File: config.mk
export PLATFORM = sky130hd
export DESIGN_NAME = seq_mac32
export DESIGN_NICKNAME = d
export VERILOG_FILES = /design/src/rtl/seq_mac_pkg.sv /design/src/rtl/fa32bit_sc.sv /design/src/rtl/seq_mac32.sv
export SDC_FILE = /design/constraint.sdc
export NUM_CORES = 1
export LEC_CHECK = 0
export CAP_MARGIN = 30
export CORE_UTILIZATION = 60
export CTS_CLUSTER_SIZE = 28
export DETAILED_ROUTE_END_ITERATION = 8
export DONT_BUFFER_PORTS = 1
export PLACE_DENSITY_LB_ADDON = 0.15
export SLEW_MARGIN = 0
export SYNTH_ARGS = -nofsm -noshare
export SYNTH_HDL_FRONTEND = slang
export SYNTH_SLANG_ARGS = --single-unit
File: constraint.sdc
create_clock -name clk -period 25.9 [get_ports clk]
set_input_delay 1.295 -clock clk [delete_from_list [all_inputs] [get_ports clk]]
set_output_delay 1.295 -clock clk [all_outputs]
set_load 0.03 [all_outputs]
File: src/rtl/seq_mac_pkg.sv
// Shared encodings and constants for the seq_mac32 multiply-accumulate unit.
package seq_mac_pkg;

  typedef enum logic [1:0] {
    ST_IDLE = 2'd0,
    ST_MUL  = 2'd1,
    ST_ACC  = 2'd2,
    ST_DONE = 2'd3
  } state_e;

  typedef enum logic [1:0] {
    OP_MAC = 2'b00,
    OP_MUL = 2'b01,
    OP_CLR = 2'b10,
    OP_NOP = 2'b11
  } op_e;

  localparam logic [31:0] SAT_POS = 32'h7FFF_FFFF;
  localparam logic [31:0] SAT_NEG = 32'h8000_0000;

endpackage

File: src/rtl/fa32bit_sc.sv
// 32-bit ripple-carry adder used for the accumulate step.
module fa32bit_sc (
  input  logic [31:0] A,
  input  logic [31:0] B,
  input  logic        Cin,
  output logic [31:0] SUM,
  output logic        Cout
);

  logic carry;

  // Bit-serial carry chain, LSB to MSB.
  always_comb begin
    carry = Cin;
    SUM   = '0;
    for (int i = 0; i < 32; i++) begin
      SUM[i] = A[i] ^ B[i] ^ carry;
      carry  = (A[i] & B[i]) | (carry & (A[i] ^ B[i]));
    end
    Cout = carry;
  end

endmodule

File: src/rtl/seq_mac32.sv
// Multi-cycle signed OPWxOPW multiply-accumulate with start/ready/done handshake.
// Product is built by LSB-first shift-add on operand magnitudes, then the
// signed product is added to the accumulator through fa32bit_sc.
module seq_mac32
  import seq_mac_pkg::*;
#(
  parameter int OPW  = 16,
  parameter int ACCW = 32,
  parameter int SAT  = 1
) (
  input  logic            clk,
  input  logic            rst_n,
  input  logic            start,
  input  logic [1:0]      op,
  input  logic [OPW-1:0]  a,
  input  logic [OPW-1:0]  b,
  output logic            ready,
  output logic            done,
  output logic [ACCW-1:0] acc,
  output logic            ovf
);

  localparam int CW = $clog2(OPW);

  state_e          state_q, state_d;
  op_e             op_q, op_d;
  logic [CW-1:0]   cnt_q, cnt_d;
  logic [OPW-1:0]  ma_q, ma_d;
  logic [OPW-1:0]  mb_q, mb_d;
  logic [ACCW-1:0] p_q, p_d;
  logic            sign_q, sign_d;
  logic [ACCW-1:0] acc_q, acc_d;
  logic            ovf_q, ovf_d;
  logic            done_q, done_d;

  logic [ACCW-1:0] add_a, add_b, add_sum, pp;
  logic            add_ovf;
  logic            unused_cout;

  // -32768 maps to 0x8000, which is the correct unsigned magnitude.
  function automatic logic [OPW-1:0] mag(input logic [OPW-1:0] v);
    return v[OPW-1] ? (~v + OPW'(1)) : v;
  endfunction

  fa32bit_sc u_add (
    .A    (add_a),
    .B    (add_b),
    .Cin  (1'b0),
    .SUM  (add_sum),
    .Cout (unused_cout)
  );

  // Adder operands and signed overflow detect for the accumulate step.
  always_comb begin
    add_a   = (op_q == OP_MUL) ? '0 : acc_q;
    add_b   = sign_q ? ('0 - p_q) : p_q;
    add_ovf = (add_a[ACCW-1] == add_b[ACCW-1]) && (add_sum[ACCW-1] != add_a[ACCW-1]);
    pp      = mb_q[cnt_q] ? ({{(ACCW-OPW){1'b0}}, ma_q} << cnt_q) : '0;
  end

  // Next-state and datapath update.
  always_comb begin
    state_d = state_q;
    op_d    = op_q;
    cnt_d   = cnt_q;
    ma_d    = ma_q;
    mb_d    = mb_q;
    p_d     = p_q;
    sign_d  = sign_q;
    acc_d   = acc_q;
    ovf_d   = ovf_q;
    done_d  = 1'b0;
    case (state_q)
      ST_IDLE: begin
        if (start) begin
          case (op_e'(op))
            OP_MAC, OP_MUL: begin
              ma_d    = mag(a);
              mb_d    = mag(b);
              sign_d  = a[OPW-1] ^ b[OPW-1];
              op_d    = op_e'(op);
              p_d     = '0;
              cnt_d   = '0;
              state_d = ST_MUL;
            end
            OP_CLR: begin
              acc_d   = '0;
              ovf_d   = 1'b0;
              op_d    = OP_CLR;
              state_d = ST_DONE;
            end
            default: begin
              op_d    = OP_NOP;
              state_d = ST_DONE;
            end
          endcase
        end
      end
      ST_MUL: begin
        p_d   = p_q + pp;
        cnt_d = cnt_q + CW'(1);
        if (cnt_q == CW'(OPW - 1)) state_d = ST_ACC;
      end
      ST_ACC: begin
        if (add_ovf) begin
          ovf_d = 1'b1;
          if (SAT != 0) acc_d = add_a[ACCW-1] ? SAT_NEG : SAT_POS;
          else          acc_d = add_sum;
        end else begin
          acc_d = add_sum;
        end
        state_d = ST_DONE;
      end
      ST_DONE: begin
        done_d  = 1'b1;
        state_d = ST_IDLE;
      end
      default: state_d = ST_IDLE;
    endcase
  end

  // State and datapath registers with synchronous active-low reset.
  always_ff @(posedge clk) begin
    if (!rst_n) begin
      state_q <= ST_IDLE;
      op_q    <= OP_NOP;
      cnt_q   <= '0;
      ma_q    <= '0;
      mb_q    <= '0;
      p_q     <= '0;
      sign_q  <= 1'b0;
      acc_q   <= '0;
      ovf_q   <= 1'b0;
      done_q  <= 1'b0;
    end else begin
      state_q <= state_d;
      op_q    <= op_d;
      cnt_q   <= cnt_d;
      ma_q    <= ma_d;
      mb_q    <= mb_d;
      p_q     <= p_d;
      sign_q  <= sign_d;
      acc_q   <= acc_d;
      ovf_q   <= ovf_d;
      done_q  <= done_d;
    end
  end

  assign ready = (state_q == ST_IDLE);
  assign done  = done_q;
  assign acc   = acc_q;
  assign ovf   = ovf_q;

endmodule

# Word-level counts from Yosys, hierarchy flattened
# Index checks and enable logic that the tools add are counted.
[totals]
out_inout_bits = 35
elab_cells = 228
reg_bits = 107
[classes]
order_cmp = 1
add_sub_neg = 5
mux = 28
n_eq_ne = 14
n_reduce_logical = 12
n_shift = 1
n_bitwise = 157
[op_table]
columns = ["operator", "count"]
rows = [
  ["$mux 32", 9],
  ["$pmux 32 s2", 2],
  ["$xor 1x1->1", 64],
  ["$and 1x1->1", 61],
  ["$add 16x1->16 const B", 2],
  ["$add 32x32->32", 1],
  ["$mux 16", 2],
  ["$not 16->16", 2],
  ["$shl 16x4->32", 1],
  ["$sub 1x32->32 const A", 1],
  ["$or 1x1->1", 30],
  ["$reduce_and 3->1", 3],
  ["$mux 4", 2],
  ["$pmux 2 s4", 1],
  ["$pmux 4 s2", 1],
  ["$eq 2x1->1 const B", 3],
  ["$eq 2x2->1 const B", 3],
  ["$mux 2", 3],
  ["$ne 2x2->1 const B", 3],
  ["$lt 4x5->1 const B", 1],
  ["$mux 1", 5],
  ["$add 4x1->4 const B", 1],
  ["$bmux 1 s4", 1],
  ["$eq 4x4->1 const B", 1],
  ["11 further kinds", 15],
]

# Logic depth before layout (Yosys ltp)
[logic_depth]
word_depth = 68
ltp_mapped = 41
ltp_nobuf = 40

# Modules after synthesis
# Synthesis repeated with hierarchy kept, for this count alone.
[hier_totals]
hier_cells = 1071
hier_area_um2 = 8807.2
[modules_own_cells]
columns = ["mod", "instances", "cells_per_inst", "area_per_inst_um2"]
rows = [
  ["seq_mac32", 1, 1029, 8129.0],
  ["fa32bit_sc", 1, 42, 678.2],
]

# Worst setup path after synthesis
# No wires, ideal clock.
[synth_path]
path_kind = "reg2reg"
start = "reg op_q[1]"
end = "reg acc_q[11], in the netlist acc[11]"
arrival_ns = 13.111
path_stages_with_launch = 42
slack_ns = 12.671
required_ns = 25.782
synth_period_minus_slack_ns = 13.229
setup_ns = 0.118
path_cell_list = "dfxtp_1 -> nand2b_1 -> clkbuf_1 -> and2_1 -> ha_1 -> fa_1 -> fa_1 -> fa_1 -> fa_1 -> fa_1 -> fa_1 -> fa_1 -> fa_1 -> fa_1 -> fa_1 -> fa_1 -> fa_1 -> fa_1 -> [... 6 more ...] -> fa_1 -> fa_1 -> fa_1 -> fa_1 -> fa_1 -> fa_1 -> fa_1 -> fa_1 -> fa_1 -> inv_1 -> fa_1 -> inv_1 -> fa_1 -> or2_2 -> o221ai_2 -> clkbuf_1 -> o21bai_1 -> a21boi_1"
[synth_via]
elab_chain_cells = 68
elab_cells_between_ends = 132
[synth_lines]
columns = ["item", "line", "rtl"]
rows = [
  ["start, declared", "seq_mac32.sv:26", "op_e op_q, op_d;"],
  ["start signal, assigned", "seq_mac32.sv:137", "op_q <= op_d;"],
  ["$eq 2x1->1 *", "seq_mac32.sv:55", "add_a = (op_q == OP_MUL) ? '0 : acc_q;"],
  ["$mux 32 *", "seq_mac32.sv:55", ""],
  ["$and 1x1->1 / $xor 1x1->1 (equally long branches)", "fa32bit_sc.sv:18", "carry = (A[i] & B[i]) | (carry & (A[i] ^ B[i]));"],
  ["$and 1x1->1", "fa32bit_sc.sv:18", ""],
  ["$or 1x1->1", "fa32bit_sc.sv:18", ""],
  ["$and 1x1->1", "fa32bit_sc.sv:18", ""],
  ["$or 1x1->1", "fa32bit_sc.sv:18", ""],
  ["$and 1x1->1", "fa32bit_sc.sv:18", ""],
  ["[... 52 more ...]", "-", ""],
  ["$or 1x1->1", "fa32bit_sc.sv:18", ""],
  ["$and 1x1->1", "fa32bit_sc.sv:18", ""],
  ["$or 1x1->1", "fa32bit_sc.sv:18", ""],
  ["$xor 1x1->1", "fa32bit_sc.sv:17", "SUM[i] = A[i] ^ B[i] ^ carry;"],
  ["$ne 1x1->1", "seq_mac32.sv:57", "add_ovf = (add_a[ACCW-1] == add_b[ACCW-1]) && (add_sum[ACCW-1] != add_a[ACCW-1]);"],
  ["$logic_and 1x1->1", "seq_mac32.sv:57", ""],
  ["$mux 32 *", "seq_mac32.sv:105", "if (add_ovf) begin"],
  ["$pmux 32 s2 *", "seq_mac32.sv:73", "case (state_q)"],
  ["end signal, assigned", "seq_mac32.sv:132", "acc_q <= '0;"],
  ["end signal, assigned", "seq_mac32.sv:143", "acc_q <= acc_d;"],
  ["end, declared", "seq_mac32.sv:32", "logic [ACCW-1:0] acc_q, acc_d;"],
]
# Mark *: on every way between the ends. The rest lies on a longest branch, timed or not.
# A chain may end at the register's enable or synchronous reset.

# Final worst setup path
[layout_path]
start = "reg op_q[1]"
end = "reg acc_q[9], in the netlist acc[9]"
# Same word-level chain as after synthesis.

==> impl_metrics.tcl <==
set metrics [dict create \
    synthAdderAreaFrac 0.125 \
    antenna_found_initial 0 \
    relSlewSlack 0.389 \
    cpMostUsedCell "fa_1" \
    crit_type "flop to flop" \
    crit_path_max_fanout 33 \
    setup-tns-final_ns 0 \
    fin_hold_ws_ns 0.466 \
    grt_first_pass_wirelength_mm 34.7 \
    dp_hpwl_mm 15.9 \
    fillCellCount 1274 \
    drtIter0Drc 497 \
    die_w_um 124 \
    drive_above_1_share 0.0513 \
    dp_slack_ns 11.55 \
    arrival_ns 14.60 \
    grt_pass1_vias 7160 \
    grt_setup_unrepaired "false" \
    gp_congestion 0.937 \
    period_minus_slack_ns 14.35 \
    dp_cells 1222 \
    grt_max_degree 91 \
    cts_setup_buffers 0 \
    synth_fp_nets 1204 \
    power_density_nw_per_um2 48.2 \
    fp-row-count 44 \
    yosys-top-cells-area "dfxtp_1 24%, fa_1 6.9%, nand2_1 5.9%" \
    synth_top_family_by_area "compound AO/OA/AOI/OAI gates" \
    layout.cells.non_filler 1237 \
    cp.required_ns 26.15 \
    syn_avg_cell_area_um2 8.15 \
    ys_ff_latch 107 \
    netlist_area_um2 8930 \
    fin_ws_ns 11.55 \
    ys_seq_area_frac 0.240 \
    yosysMostFrequentCell "nand2_1" \
    clk_latency_ns 0.36 \
    io_pins 72 \
    grt.total_usage 0.286 \
    synth_top_cell_by_area "dfxtp_1" \
    holdBufCountCts 0 \
    power.leakage_nw 4.32 \
    syn2layout_area_growth_pct 4.38 \
    via_per_inst 6.21 \
    clk_pin_slew_ns 0.07 \
    cts_buffers 9 \
    period_share 0.554 \
    slew_violations 0 \
    synth_mux_area_frac 0.0438 \
    insertedDiodeCount 0 \
    cts_tree "yes" \
    synth_edf_count 0 \
    clockBufferDepth 2 \
    die_area_um2 15400 \
    async_reset_ff_frac 0 \
    synth_commonest_cells "140 x nand2_1, 107 x dfxtp_1, 69 x nor2_1, 62 x a21oi_1, 60 x o21ai_0" \
    cts.repair.resized 0 \
    die_h_um 124 \
    synth_cells 1096 \
    ir_worst_vdd_v 0.0000341 \
    layout.nets 1157 \
    setup_violations 0 \
    hold_viol_final 0 \
    start_util 0.615 \
    synth_compound_area_frac 0.266 \
    slowest_stage "nand2b_1" \
    startpoint_type "flop" \
    ant_nets 0 \
    core-area_um2 14500 \
    synth_top_area_share 0.240 \
    maxCapViolations 0 \
    drt-pass1-iter-count 5 \
    avgRoutedWirePerCell_um 17.0 \
    vias 7681 \
    worst_setup_path_end_kind "flop" \
    final_area_um2 9330 \
    post_dp_cell_area_um2 9010 \
    cts-root-buf "clkbuf_16" \
    htreeDepth 3 \
    overflow 0 \
    fmax_ghz 0.0697 \
    drc 0 \
    portBuffers 0 \
    ys_warn_count 0 \
    ys.flop_type "dfxtp_1" \
    hold_path_class "flop to flop" \
    synth_cell_type_count 60 \
    synth_xor_xnor_area_share 0.0802 \
    worstMarginPinSlew_ns 0.917 \
    wirelength_mm 21.1 \
    run_status "finished clean" \
    cpPeakStageDelay_ns 0.56 \
    skew_ns 0.00672 \
    numClockSinks 107 \
    synthSimpleGateAreaFrac 0.200 \
]
==> per-layer routing <==
layer | vias up | GRT usage | share of wire
met1 | 3631 | 0.396 | 0.48
met2 | 191 | 0.456 | 0.45
met3 | 35 | 0.0462 | 0.052
met5 | - | 0 | 0
met4 | 0 | 0.0878 | 0.018
li1 | 3824 | - | -
==> power by group <==
part	switching, W	internal [W]
combinational	0.0000724	0.0000421
sequential	0.00000789	0.000175
clock	0.0000648	0.0000872
==> worst max-delay path: cells and delay by family, from the launching register on <==
| kind | cells | cell delay, ns |
|---|---|---|
| adder cells (fa/ha/maj) | 31 | 11.68 |
| AND/OR/NAND/NOR | 3 | 1.29 |
| flip-flops | 1 | 0.31 |
| buffers and inverters | 3 | 0.35 |
| AO/OA/AOI/OAI | 3 | 0.59 |
==> metrics by stage <==
step / util / power [W]
6_report: 0.642 / 0.000450
5_1_grt: 0.642 / 0.000471
4_1_cts: 0.642 / 0.000452
3_5_place_dp: 0.620 / 0.000301
3_3_place_gp: 0.615 / 0.000298
2_1_floorplan: - / 0.000276
==> cells by family after synthesis <==
logic type | after synthesis
AO/OA/AOI/OAI | 341
AND/OR/NAND/NOR | 367
XOR/XNOR | 81
adder cells (fa/ha/maj) | 71
flip-flops | 107
buffers and inverters | 97
multiplexers | 32
==> final timing paths <==
path	from	end	slack (ns)	cells past startpoint
min reg2reg	mb_q[15]	mb_q[15]	0.47	2
max reg2reg	op_q[1]	acc[9]	11.55	40
min	mb_q[15]	mb_q[15]	0.47	2
max	op_q[1]	acc[9]	11.55	40
==> layout by cell type (no fill, tap or decap), types with 16 or more instances in the layout <==
cell type,instances
nand2_1,140
dfxtp_1,107
nor2_1,68
a21oi_1,61
o21ai_0,60
and2_1,53
xnor2_1,47
ha_1,40
o21bai_1,35
xor2_1,33
fa_1,31
inv_1,29
a21boi_1,29
o211a_1,25
o31ai_1,24
mux2i_1,20
a211oi_1,20
a21o_1,16
a21boi_0,16
==> sequential cells by signal (all words and copies together) (netlist names) <==
register  flops
acc          32
cnt_q         4
done          1
ma_q         16
mb_q         16
op_q          2
ovf           1
p_q          32
sign_q        1
state_q       2
==> layout make-up <==
cell class | count | area [um2] | share of cell area
Clock buffer | 11 | 243 | 0.0260
Clock inverter | 4 | 73.8 | 0.00792
Inverter | 29 | 109 | 0.0117
Multi-Input combinational cell | 892 | 6410 | 0.687
Sequential cell | 107 | 2140 | 0.230
Tap cell | 184 | 230 | 0.0247
Timing Repair Buffer | 10 | 123 | 0.0131
No activity file was read; power rests on OpenSTA's default activity.
